--- src/rtl/cache_write_buffer.sv ---
// Posted-write FIFO between data cache and RAM with youngest-match store forwarding for the fill path.
// Optional in-place store coalescing into the youngest entry is enabled by defining WB_COALESCE_EN.
module cache_write_buffer #(
    parameter int DEPTH = 4,
    parameter int AW    = 32,
    parameter int DW    = 32
) (
    input  logic                       clk,
    input  logic                       rst_n,
    input  logic                       wr_valid,
    output logic                       wr_ready,
    input  logic [AW-1:0]              wr_addr,
    input  logic [DW-1:0]              wr_data,
    input  logic [AW-1:0]              lk_addr,
    output logic                       lk_hit,
    output logic [DW-1:0]              lk_data,
    output logic                       mem_req,
    output logic [AW-1:0]              mem_addr,
    output logic [DW-1:0]              mem_data,
    input  logic                       mem_ack,
    output logic [$clog2(DEPTH):0]     count,
    output logic                       empty,
    output logic                       full
);
    localparam int PW = $clog2(DEPTH);
    localparam int WW = AW - 2;

    typedef enum logic {IDLE, REQ} state_t;

    state_t              state, state_nx;
    logic [WW-1:0]       ent_addr [DEPTH];
    logic [DW-1:0]       ent_data [DEPTH];
    logic [DEPTH-1:0]    ent_vld;
    logic [PW-1:0]       head, tail, yng, lk_idx;
    logic                coal_ok, hd_busy, push, push_new, push_coal, pop;
    logic                unused_lsbs;

    assign unused_lsbs = ^{wr_addr[1:0], lk_addr[1:0]};

    assign empty    = (count == '0);
    assign full     = (count == (PW+1)'(DEPTH));
    assign yng      = tail - 1'b1;
    // The head is committed to RAM once the FSM leaves IDLE with work, so it must not be rewritten.
    assign hd_busy  = (state == REQ) || !empty;

`ifdef WB_COALESCE_EN
    assign coal_ok  = !empty && ent_vld[yng] && (ent_addr[yng] == wr_addr[AW-1:2]) &&
                      !((yng == head) && hd_busy);
`else
    assign coal_ok  = 1'b0;
`endif

    assign wr_ready  = !full || coal_ok;
    assign push      = wr_valid && wr_ready;
    assign push_coal = push && coal_ok;
    assign push_new  = push && !coal_ok;
    assign pop       = (state == REQ) && mem_ack;

    // Drain FSM: state register
    always_ff @(posedge clk or negedge rst_n) begin
        if (!rst_n) state <= IDLE;
        else        state <= state_nx;
    end

    // Drain FSM: next state
    always_comb begin
        state_nx = state;
        case (state)
            IDLE:    if (!empty) state_nx = REQ;
            REQ:     if (mem_ack) state_nx = IDLE;
            default: state_nx = IDLE;
        endcase
    end

    // Drain FSM: outputs
    always_comb begin
        mem_req = (state == REQ);
    end

    always_ff @(posedge clk or negedge rst_n) begin
        if (!rst_n) begin
            head     <= '0;
            tail     <= '0;
            count    <= '0;
            ent_vld  <= '0;
            mem_addr <= '0;
            mem_data <= '0;
        end else begin
            if (pop) begin
                ent_vld[head] <= 1'b0;
                head          <= head + 1'b1;
            end
            if (push_new) begin
                ent_vld[tail] <= 1'b1;
                tail          <= tail + 1'b1;
            end
            if (push_new && !pop)      count <= count + 1'b1;
            else if (pop && !push_new) count <= count - 1'b1;
            if (state == IDLE && !empty) begin
                mem_addr <= {ent_addr[head], 2'b00};
                mem_data <= ent_data[head];
            end
        end
    end

    always_ff @(posedge clk) begin
        if (push_new) begin
            ent_addr[tail] <= wr_addr[AW-1:2];
            ent_data[tail] <= wr_data;
        end else if (push_coal) begin
            ent_data[yng] <= wr_data;
        end
    end

    // Walk oldest to youngest so the last match seen is the youngest one.
    always_comb begin
        lk_hit  = 1'b0;
        lk_data = '0;
        lk_idx  = head;
        for (int i = 0; i < DEPTH; i++) begin
            lk_idx = head + i[PW-1:0];
            if (ent_vld[lk_idx] && (ent_addr[lk_idx] == lk_addr[AW-1:2])) begin
                lk_hit  = 1'b1;
                lk_data = ent_data[lk_idx];
            end
        end
    end

endmodule

--- config.mk ---
export PLATFORM = sky130hd
export DESIGN_NAME = cache_write_buffer
export DESIGN_NICKNAME = d
export VERILOG_FILES = /design/src/rtl/cache_write_buffer.sv
export SDC_FILE = /design/constraint.sdc
export NUM_CORES = 1
export LEC_CHECK = 0
export BUFFER_PORTS_ARGS = -buffer_cell sky130_fd_sc_hd__clkbuf_2
export CORE_ASPECT_RATIO = 1.5
export CORE_MARGIN = 2
export CORE_UTILIZATION = 50
export CTS_BUF_LIST = sky130_fd_sc_hd__clkbuf_2 sky130_fd_sc_hd__clkbuf_4 sky130_fd_sc_hd__clkbuf_8
export DETAILED_ROUTE_END_ITERATION = 8
export PLACE_DENSITY = 0.8
export SLEW_MARGIN = 0
export SYNTH_ARGS = -nofsm -noshare
export SYNTH_HDL_FRONTEND = slang
export SYNTH_SLANG_ARGS = --single-unit
--- constraint.sdc ---
create_clock -name clk -period 8.5 [get_ports clk]
set_input_delay 1.275 -clock clk [delete_from_list [all_inputs] [get_ports clk]]
set_output_delay 1.275 -clock clk [all_outputs]
set_load 0.05 [all_outputs]
* Word-level counts from Yosys, hierarchy flattened *
Memory sizes are Yosys's and may differ from the RTL's.
Index checks and enable logic that the tools add are counted.

storage, ports and cells
  flip-flop bits (word level) = 74
  RAM bits = 248
  bits of input ports = 100
  output and inout bits = 104
  logic and storage cells = 77
  memories kept = 2

operators by class
  add/subtract/negate cells = 6
  order comparisons = 7
  equality and inequality tests = 5
  mux-type cells = 29
  bitwise operators = 4
  reductions and logical operators = 17

memory list
  memory    depth  bits a word  rd ports  clocked after memory_dff  wr ports  RTL line  source
  ent_data  4      32           4         0                         1         32        logic [DW-1:0] ent_data [DEPTH];
  ent_addr  4      30           4         0                         1         31        logic [WW-1:0] ent_addr [DEPTH];

operators with widths
  kind                                                                    count
  32-bit two-way mux                                                      4
  30-bit equality test                                                    4
  2-bit by 3-bit < comparator with 1-bit output (second input constant)   5
  1-bit two-way mux                                                       14
  1-bit logical AND                                                       11
  1-bit binary-select mux with 2-bit select                               4
  4-bit two-way mux                                                       2
  3-bit two-way mux                                                       2
  2-bit by 1-bit adder with 2-bit output (second input constant)          2
  2-bit adder (second input constant)                                     2
  4-bit AND                                                               1
  1-bit demux with 2-bit select                                           2
  2-bit by 1-bit >= comparator with 1-bit output (second input constant)  2
  1-bit zero test                                                         4
  4-bit NOT                                                               1
  4-bit bitwise OR                                                        1
  3-bit by 1-bit adder with 3-bit output (second input constant)          1
  3-bit equality test (second input constant)                             1
  3-bit zero test                                                         1
  3-bit by 1-bit subtractor with 3-bit output (second input constant)     1
  1-bit case mux with 2 select lines                                      1
  2-bit nonzero test                                                      1
  1-bit NOT                                                               1

* Logic depth before layout (Yosys ltp) *
Gate-level depths: netlist of run 1.

  word-level depth = 9
  mapped depth = 21
  depth with buffers taken out = 10

* Worst setup path before layout of run 1 *
OpenSTA, ideal clock, no wires.

  path kind = register to output
  start point = register head[0]
  end point = output port lk_data[22]
  data arrival time = 4.670 ns
  path slack = 2.555 ns
  cell stages (with the launch flop) = 21
  cell sequence = dfrtp_1 -> buf_6 -> buf_6 -> buf_6 -> inv_1 -> buf_4 -> buf_4 -> buf_2 -> ha_1 -> buf_4 -> buf_2 -> mux4_2 -> xnor2_1 -> nand2_1 -> a2111oi_2 -> nand4_1 -> nor4_2 -> buf_4 -> nor2_4 -> buf_6 -> a32oi_1

between the ends
  elaborated cells on any way between the ends = 25
  classes of those cells = 3 x add/sub; 4 x eq/ne; 12 x mux; 4 x reduce/logical; 2 x memory

RTL lines
  item                                                                            RTL line  source
  start, declared                                                                 34        logic [PW-1:0] head, tail, yng, lk_idx;
  start signal, assigned                                                          91        head <= head + 1'b1;
  2-bit adder *                                                                   121       lk_idx = head + i[PW-1:0];
  named net lk_idx[0]                                                             34
  memory 4 x 30 bit or 1-bit binary-select mux with 2-bit select (tied branches)  --
  30-bit equality test or 1-bit two-way mux (tied branches)                       122       if (ent_vld[lk_idx] && (ent_addr[lk_idx] == lk_addr[AW-1:2])) begin
  1-bit logical AND                                                               122
  32-bit two-way mux *                                                            122
  end, declared                                                                   16        output logic [DW-1:0] lk_data,

Mark *: on every way through the listed nets, which the timed path passes. The rest lies on a longest branch. The select of a mux whose other input is x is not followed.

* Worst setup path in the final report of run 1 *
  start point = register head[1]
  end point = output port lk_data[10]

between the ends
  word-level cells in the longest chain between the ends = 7
  elaborated cells on any way between the ends = 25
  classes of those cells = 3 x add/sub; 4 x eq/ne; 12 x mux; 4 x reduce/logical; 2 x memory

RTL lines
  item                                                            RTL line
  2-bit by 1-bit adder with 2-bit output (tied with other cells)  121
  memory 4 x 30 bit (tied with other cells)                       --
  30-bit equality test (tied with other cells)                    122
  1-bit logical AND or 32-bit two-way mux (tied branches)         122
  32-bit two-way mux (2 in series)                                122
  32-bit two-way mux *                                            122

Every way passes the cells marked *; elsewhere a longest branch is shown, timed or not. The select of a mux whose other input is x is not followed.

==> results.yml, run 1 <==
run_status:
  status: "complete, no violations"
clock_tree:
  path_clk_slew_ns: 0.07
  cts.sinks: 322
  cts_buffers: 49
  insertion_delay_ns: 0.60
  clk_path_buf_depth: 3
  hold_buffers: 0
  ctsResizeCount: 0
  cts_setup_buffers: 0
  htree_levels: 2
  cts_tree: "done"
  cts_root_buffer: "clkbuf_8"
timing:
  finalCritPeriodShare: 0.880
  hold_viol_final: 0
  rsz0062_at_grt: "false"
  slew_viol_final: 0
  worst_slew_pin_slew_ns: 1.09
  final.setup.worst_slack_ns: 1.02
  tns_ns: 0
  setup_viol: 0
  min_period_ns: 7.48
  skew_ns: 0.0201
  fmax_ghz: 0.134
  holdWs_ns: 0.471
  slew_headroom: 0.269
power:
  vdd_ir_drop_max_mv: 0.234
  leakage_nw: 8.04
  power_mw: 8.83
  pwr_density_cell_nw_per_um2: 403
critical_path:
  critical_path_class: "flip-flop to output pin"
  crit_path_cell_trace: "inv_1, ha_4, buf_4, mux2i_1, xor2_1, a21oi_1, a2111oi_2, nand4_1, nor4_4, buf_4, nand2_1, a32oi_1, clkbuf_2"
  critPathMostFrequentCell: "buf_4"
  cp.arrival_ns: 6.21
  crit_path_end_kind: "output pin"
  slowest_stage: "dfrtp_4"
  critical-path-top-delay-family: "buffers and inverters"
  path_max_fanout: 64
  slowest_delay_ns: 0.85
  cp-start-kind: "flip-flop"
  reg2regPathDepth: 6
  r2r_start: "head[1]$_DFFE_PN0P_"
  rrSetupSlack_ns: 5.02
  worst-path-buf-inv: 4
  r2r-end: "head[1]$_DFFE_PN0P_"
  crit_required_ns: 7.22
global_routing:
  antenna_found_initial: 8
  grt-busiest-layer: "met2"
  grt_pass1_vias: 13800
  use_met2: 0.479
  grt_usage: 0.269
  grt_pass1_wl_um: 84000
  overflow: 0
  grt_max_degree: 136
  met3_usage: 0.0416
  use_met1: 0.315
drt:
  drt-wirelength-per-cell_um: 26.0
  dr.pass1.iters: 5
  antenna_left: 0
  drcViolationCount: 0
  drt-total-wl_um: 55000
  via_count: 13700
  vias_per_cell: 6.47
  dr.first_iter.drc_count: 1302
floorplan:
  initial_core_util: 0.508
  die_x_um: 166
  ios: 204
  rows: 88
  core_um2: 38600
  die_area_um2: 40900
  die_h_um: 247
yosys:
  async_reset_ff_frac: 0.230
  synth-seq-area-share: 0.473
  ys_seq_elements: 322
  synth_area_leaders: "edfxtp_1 (38%), mux4_2 (25%), dfrtp_1 (9.4%)"
  yosysUniqueCellTypes: 57
  synth_top_area_cell: "edfxtp_1"
  ys.flop_type: "edfxtp_1"
  syn_inst: 1415
  synth_edf_count: 248
  yosysWarnings: 0
  syn_avg_cell_area_um2: 13.9
  synth.top_cell.area_share: 0.379
  syn_area_um2: 19600
placement:
  place_ws_ns: 1.68
  dp_cells: 2017
  postPlaceCellArea_um2: 20900
  portBuffers: 197
  dpl.hpwl_um: 37900
  gp_congestion: 0.955
hold_path:
  whs_path_depth: 2
  min_from: "mem_addr[30]$_DFFE_PN0P_"
  min_delay_worst_endpoint: "mem_addr[30]$_DFFE_PN0P_"
  holdCritPathClass: "flip-flop to flip-flop"
final_layout:
  areaGrowthSynthToFinish_pct: 11.7
  nNetsFinal: 1683
  final_core_util: 0.568
  design_area_um2: 21900
  final_cells: 2116
  drive_gt1_frac: 0.344
flow_run:
  cap_violations: 0
==> tightest hold or removal path, stage by stage (launching register included) <==
cell     delay (ns)
dfrtp_1        0.34
nand2_1        0.05
nand2_1        0.05
==> cells by family after synthesis <==
family | share of synthesized area
buffers and inverters | 0.0367
multiplexers | 0.298
AND/OR/NAND/NOR | 0.0776
adder cells (fa/ha/maj) | 0.00675
flip-flops | 0.473
other | 0.000191
XOR/XNOR | 0.0459
AO/OA/AOI/OAI | 0.0614
==> routing by layer <==
layer / wire [um] / part of all wire / up-vias
li1: - / - / 5879
met1: 18800 / 0.34 / 7030
met2: 29000 / 0.53 / 653
met3: 3940 / 0.072 / 133
met4: 3170 / 0.058 / 2
met5: 16 / 0.00029 / -
==> final cells by class <==
| class | count | area, um^2 |
|---|---|---|
| Fill cell | 3053 | 16700 |
| Inverter | 24 | 90.1 |
| Tap cell | 495 | 619 |
| Multi-Input combinational cell | 957 | 9690 |
| Antenna cell | 8 | 20.0 |
| Clock inverter | 24 | 174 |
| Timing Repair Buffer | 219 | 1180 |
| Clock buffer | 67 | 866 |
| Sequential cell | 322 | 9310 |
==> state kept, by name, indices dropped and copies added, names as in the netlist, 2 cells and up <==
name / flops
ent_addr: 120
head: 2
count: 3
ent_data: 128
mem_data: 32
ent_vld: 4
tail: 2
mem_addr: 30
==> power by group <==
part	leakage, nW	internal [mW]	switching, mW	total (mW)
clock	0.556	0.727	0.627	1.35
combinational	4.31	2.16	2.78	4.94
sequential	3.17	2.15	0.386	2.54
==> placed cells by master (no fill, tap or decap), types with 8 or more instances in the layout <==
master    Yosys  final
diode_2       0      8
clkbuf_4      0      9
clkbuf_2      0    196
clkinv_2      0     15
o21ai_0      21     21
nand4_1      19     19
mux2i_1      80     80
a32oi_1      33     33
o21bai_1     32     32
mux4_2      218    218
ha_1          9      8
nor2_1       27     26
clkbuf_8      0     58
mux2_2       13     13
nand2_1     294    294
nor4_1       10     10
dfrtp_1      74     72
o22ai_1      12     12
a21oi_1       8      8
buf_4        21     21
inv_1        23     23
edfxtp_1    248    248
xnor2_1      79     79
xor2_1       24     24
==> synthesized netlist by cell type (6+ instances only) <==
cell type,n
nand2_1,294
inv_1,23
o211ai_1,7
edfxtp_1,248
buf_1,9
xnor2_1,79
a22oi_1,7
xor2_1,24
a32oi_1,33
o21bai_1,32
o22ai_1,12
mux4_2,218
nand4_1,19
nor3_1,7
a21oi_1,8
buf_4,21
clkbuf_1,36
nor4_1,10
buf_2,36
o2bb2ai_1,6
ha_1,9
nor2_1,27
mux2_2,13
mux2i_1,80
dfrtp_1,74
o21ai_0,21
buf_6,11
==> how the worst max path moves through the flow <==
stage / from / slack, ns / to / cells past startpoint
floorplan: head[0]$_DFFE_PN0P_ / 2.55 / lk_data[22] / 20
global placement: head[1]$_DFFE_PN0P_ / 1.78 / lk_data[10] / 13
detailed placement: head[1]$_DFFE_PN0P_ / 1.68 / lk_data[30] / 13
CTS: head[1]$_DFFE_PN0P_ / 1.01 / lk_data[30] / 13
global route: head[1]$_DFFE_PN0P_ / 0.68 / lk_data[30] / 13
finish: head[1]$_DFFE_PN0P_ / 1.02 / lk_data[10] / 13
Note: power is estimated with default switching activity, not from simulation.
==> inputs of run 2 (changes only) <==
--- a/config.mk
+++ b/config.mk
@@ -6,12 +6,14 @@
 export NUM_CORES = 1
 export LEC_CHECK = 0
 export BUFFER_PORTS_ARGS = -buffer_cell sky130_fd_sc_hd__clkbuf_2
+export CELL_PAD_IN_SITES_DETAIL_PLACEMENT = 0
+export CELL_PAD_IN_SITES_GLOBAL_PLACEMENT = 1
 export CORE_ASPECT_RATIO = 1.5
 export CORE_MARGIN = 2
 export CORE_UTILIZATION = 50
 export CTS_BUF_LIST = sky130_fd_sc_hd__clkbuf_2 sky130_fd_sc_hd__clkbuf_4 sky130_fd_sc_hd__clkbuf_8
 export DETAILED_ROUTE_END_ITERATION = 8
-export PLACE_DENSITY = 0.8
+export PLACE_DENSITY = 0.92
 export SLEW_MARGIN = 0
 export SYNTH_ARGS = -nofsm -noshare
 export SYNTH_HDL_FRONTEND = slang
==> run 2 against run 1 <==
Design area grew 0.21%. Register-to-register slack is essentially flat. Global-route usage shrank 0.77 points. Clock skew grew 0.0057 ns. Final cell count is essentially flat. Clock power grew 6%. Critical endpoint is now lk_data[27]. Worst setup slack lost 0.18 ns. Non-clock buffer count is the same. Via count shrank 0.54%. Worst hold slack gained 0.0014 ns.
==> results.yml, run 2 (synthesis results as in run 1) <==
critical_path:
  r2r_start: "head[0]$_DFFE_PN0P_"
  crit_required_ns: 7.22
  path_max_fanout: 47
  worst-path-buf-inv: 4
  crit_path_cell_trace: "inv_1, ha_4, buf_12, mux2i_1, o22ai_1, a2111oi_0, o211ai_1, nor3_1, and2_1, buf_4, nand2_1, a32oi_1, clkbuf_2"
  critical-path-top-delay-family: "buffers and inverters"
  critical_path_class: "flip-flop to output pin"
  slowest_delay_ns: 0.87
  crit_path_end_kind: "output pin"
  cp.arrival_ns: 6.39
  rrSetupSlack_ns: 5.02
  r2r-end: "mem_data[5]$_DFFE_PN0P_"
  reg2regPathDepth: 5
  cp.depth: 13
  cp-start-kind: "flip-flop"
  slowest_stage: "dfrtp_4"
final_layout:
  largest_reg_flops: 128
  top_regs: "ent_data x128, ent_addr x120, mem_data x32"
  top_register: "ent_data"
  nNetsFinal: 1685
  final_core_util: 0.569
  final_common_cell: "nand2_1"
  seqCellArea_um2: 9310
  fillerInstances: 3106
  areaGrowthSynthToFinish_pct: 11.9
  final_cell_mix: "nand2_1 (294), edfxtp_1 (248), mux4_2 (218)"
  drive_gt1_frac: 0.342
  multiInputGateArea_um2: 9670
floorplan:
  ios: 204
  die_x_um: 166
  die_h_um: 247
  rows: 88
  core_um2: 38600
  die_area_um2: 40900
  initial_core_util: 0.508
clock_tree:
  cts_root_buffer: "clkbuf_8"
  cts.sinks: 322
  path_clk_slew_ns: 0.06
  cts_tree: "done"
  cts_buffers: 51
  ctsResizeCount: 0
  cts_setup_buffers: 0
  htree_levels: 2
  insertion_delay_ns: 0.63
  clk_path_buf_depth: 3
  hold_buffers: 0
hold_path:
  min_from: "mem_data[5]$_DFFE_PN0P_"
  min_delay_worst_endpoint: "mem_data[5]$_DFFE_PN0P_"
  whs_path_depth: 2
  holdCritPathClass: "flip-flop to flip-flop"
drt:
  via_count: 13600
  antenna_left: 0
  drt-wirelength-per-cell_um: 25.4
  vias_per_cell: 6.43
  dr.pass1.iters: 6
  dr.first_iter.drc_count: 1161
  drcViolationCount: 0
  drt-total-wl_um: 53900
global_routing:
  grt_pass1_vias: 13600
  grt_max_degree: 101
  grt_pass1_wl_um: 81600
  overflow: 0
  grt_usage: 0.261
  antenna_found_initial: 6
timing:
  min_period_ns: 7.66
  tns_ns: 0
  setup_viol: 0
  fmax_ghz: 0.130
  worst_slew_pin_slew_ns: 1.12
  finalCritPeriodShare: 0.902
  hold_viol_final: 0
  skew_ns: 0.0258
  slew_headroom: 0.252
  rsz0062_at_grt: "false"
  slew_viol_final: 0
placement:
  dpl.hpwl_um: 36500
  gp_congestion: 0.959
  portBuffers: 197
run_status:
  status: "complete, no violations"
power:
  leakage_nw: 8.07
  vdd_ir_drop_max_mv: 0.259
  pwr_density_cell_nw_per_um2: 403
flow_run:
  cap_violations: 0
[run 2: cell count changes in the layout (fill, tap and decap cells not counted), sizes merged]
cell,delta
bufinv,+1
clkbuf,+7
clkinv,-3
diode,-3
[run 2: final cells by class]
class | instances | area share
well taps | 495 | 0.0282
diodes | 5 | 0.000569
multi-input cells | 957 | 0.440
clock inverters | 22 | 0.00831
repair buffers | 219 | 0.0536
flip-flops and latches | 322 | 0.423
clock buffers | 74 | 0.0421
inverters | 24 | 0.00410
[run 2: worst max-delay path by stage]
stage	start	to	slack (ns)
4_1_cts	head[1]$_DFFE_PN0P_	lk_data[27]	0.89
3_5_place_dp	head[1]$_DFFE_PN0P_	lk_data[27]	1.58
3_3_place_gp	head[1]$_DFFE_PN0P_	lk_data[27]	1.64
2_1_floorplan	head[0]$_DFFE_PN0P_	lk_data[22]	2.55
5_1_grt	head[1]$_DFFE_PN0P_	lk_data[5]	0.61
6_report	head[1]$_DFFE_PN0P_	lk_data[27]	0.84
[run 2: per-stage QoR]
stage	total power [mW]	cell area (um^2)	instances	setup slack [ns]	hold slack, ns
final	8.86	22000	2118	0.836	0.473
after global routing	9.31	22000	2118	0.614	0.499
after CTS	8.92	22000	2113	0.892	0.478
after detailed placement	7.48	20900	2017	1.58	0.462
after global placement	7.37	20900	2017	1.64	0.457
after floorplan	6.38	19600	1416	2.55	0.504
[run 2: worst reg2reg max path: cells and delay by family (launching register included)]
family        cells  cell delay [ns]
mux               1             0.68
buf+inv           2             1.72
simple gates      2             0.17
flops             1             0.82
[run 2: routing by layer]
| metal | track usage | up-vias | share of wire |
|---|---|---|---|
| li1 | - | 5884 | - |
| met2 | 0.465 | 647 | 0.53 |
| met1 | 0.300 | 6947 | 0.35 |
| met3 | 0.0397 | 145 | 0.065 |
| met5 | 0 | - | 0 |
| met4 | 0.153 | 0 | 0.062 |
[run 2: power by group]
part	switching [mW]	internal, mW	leakage, nW
Combinational	2.75	2.15	4.32
Clock	0.634	0.793	0.579
Sequential	0.381	2.16	3.17
Total	3.76	5.10	8.07
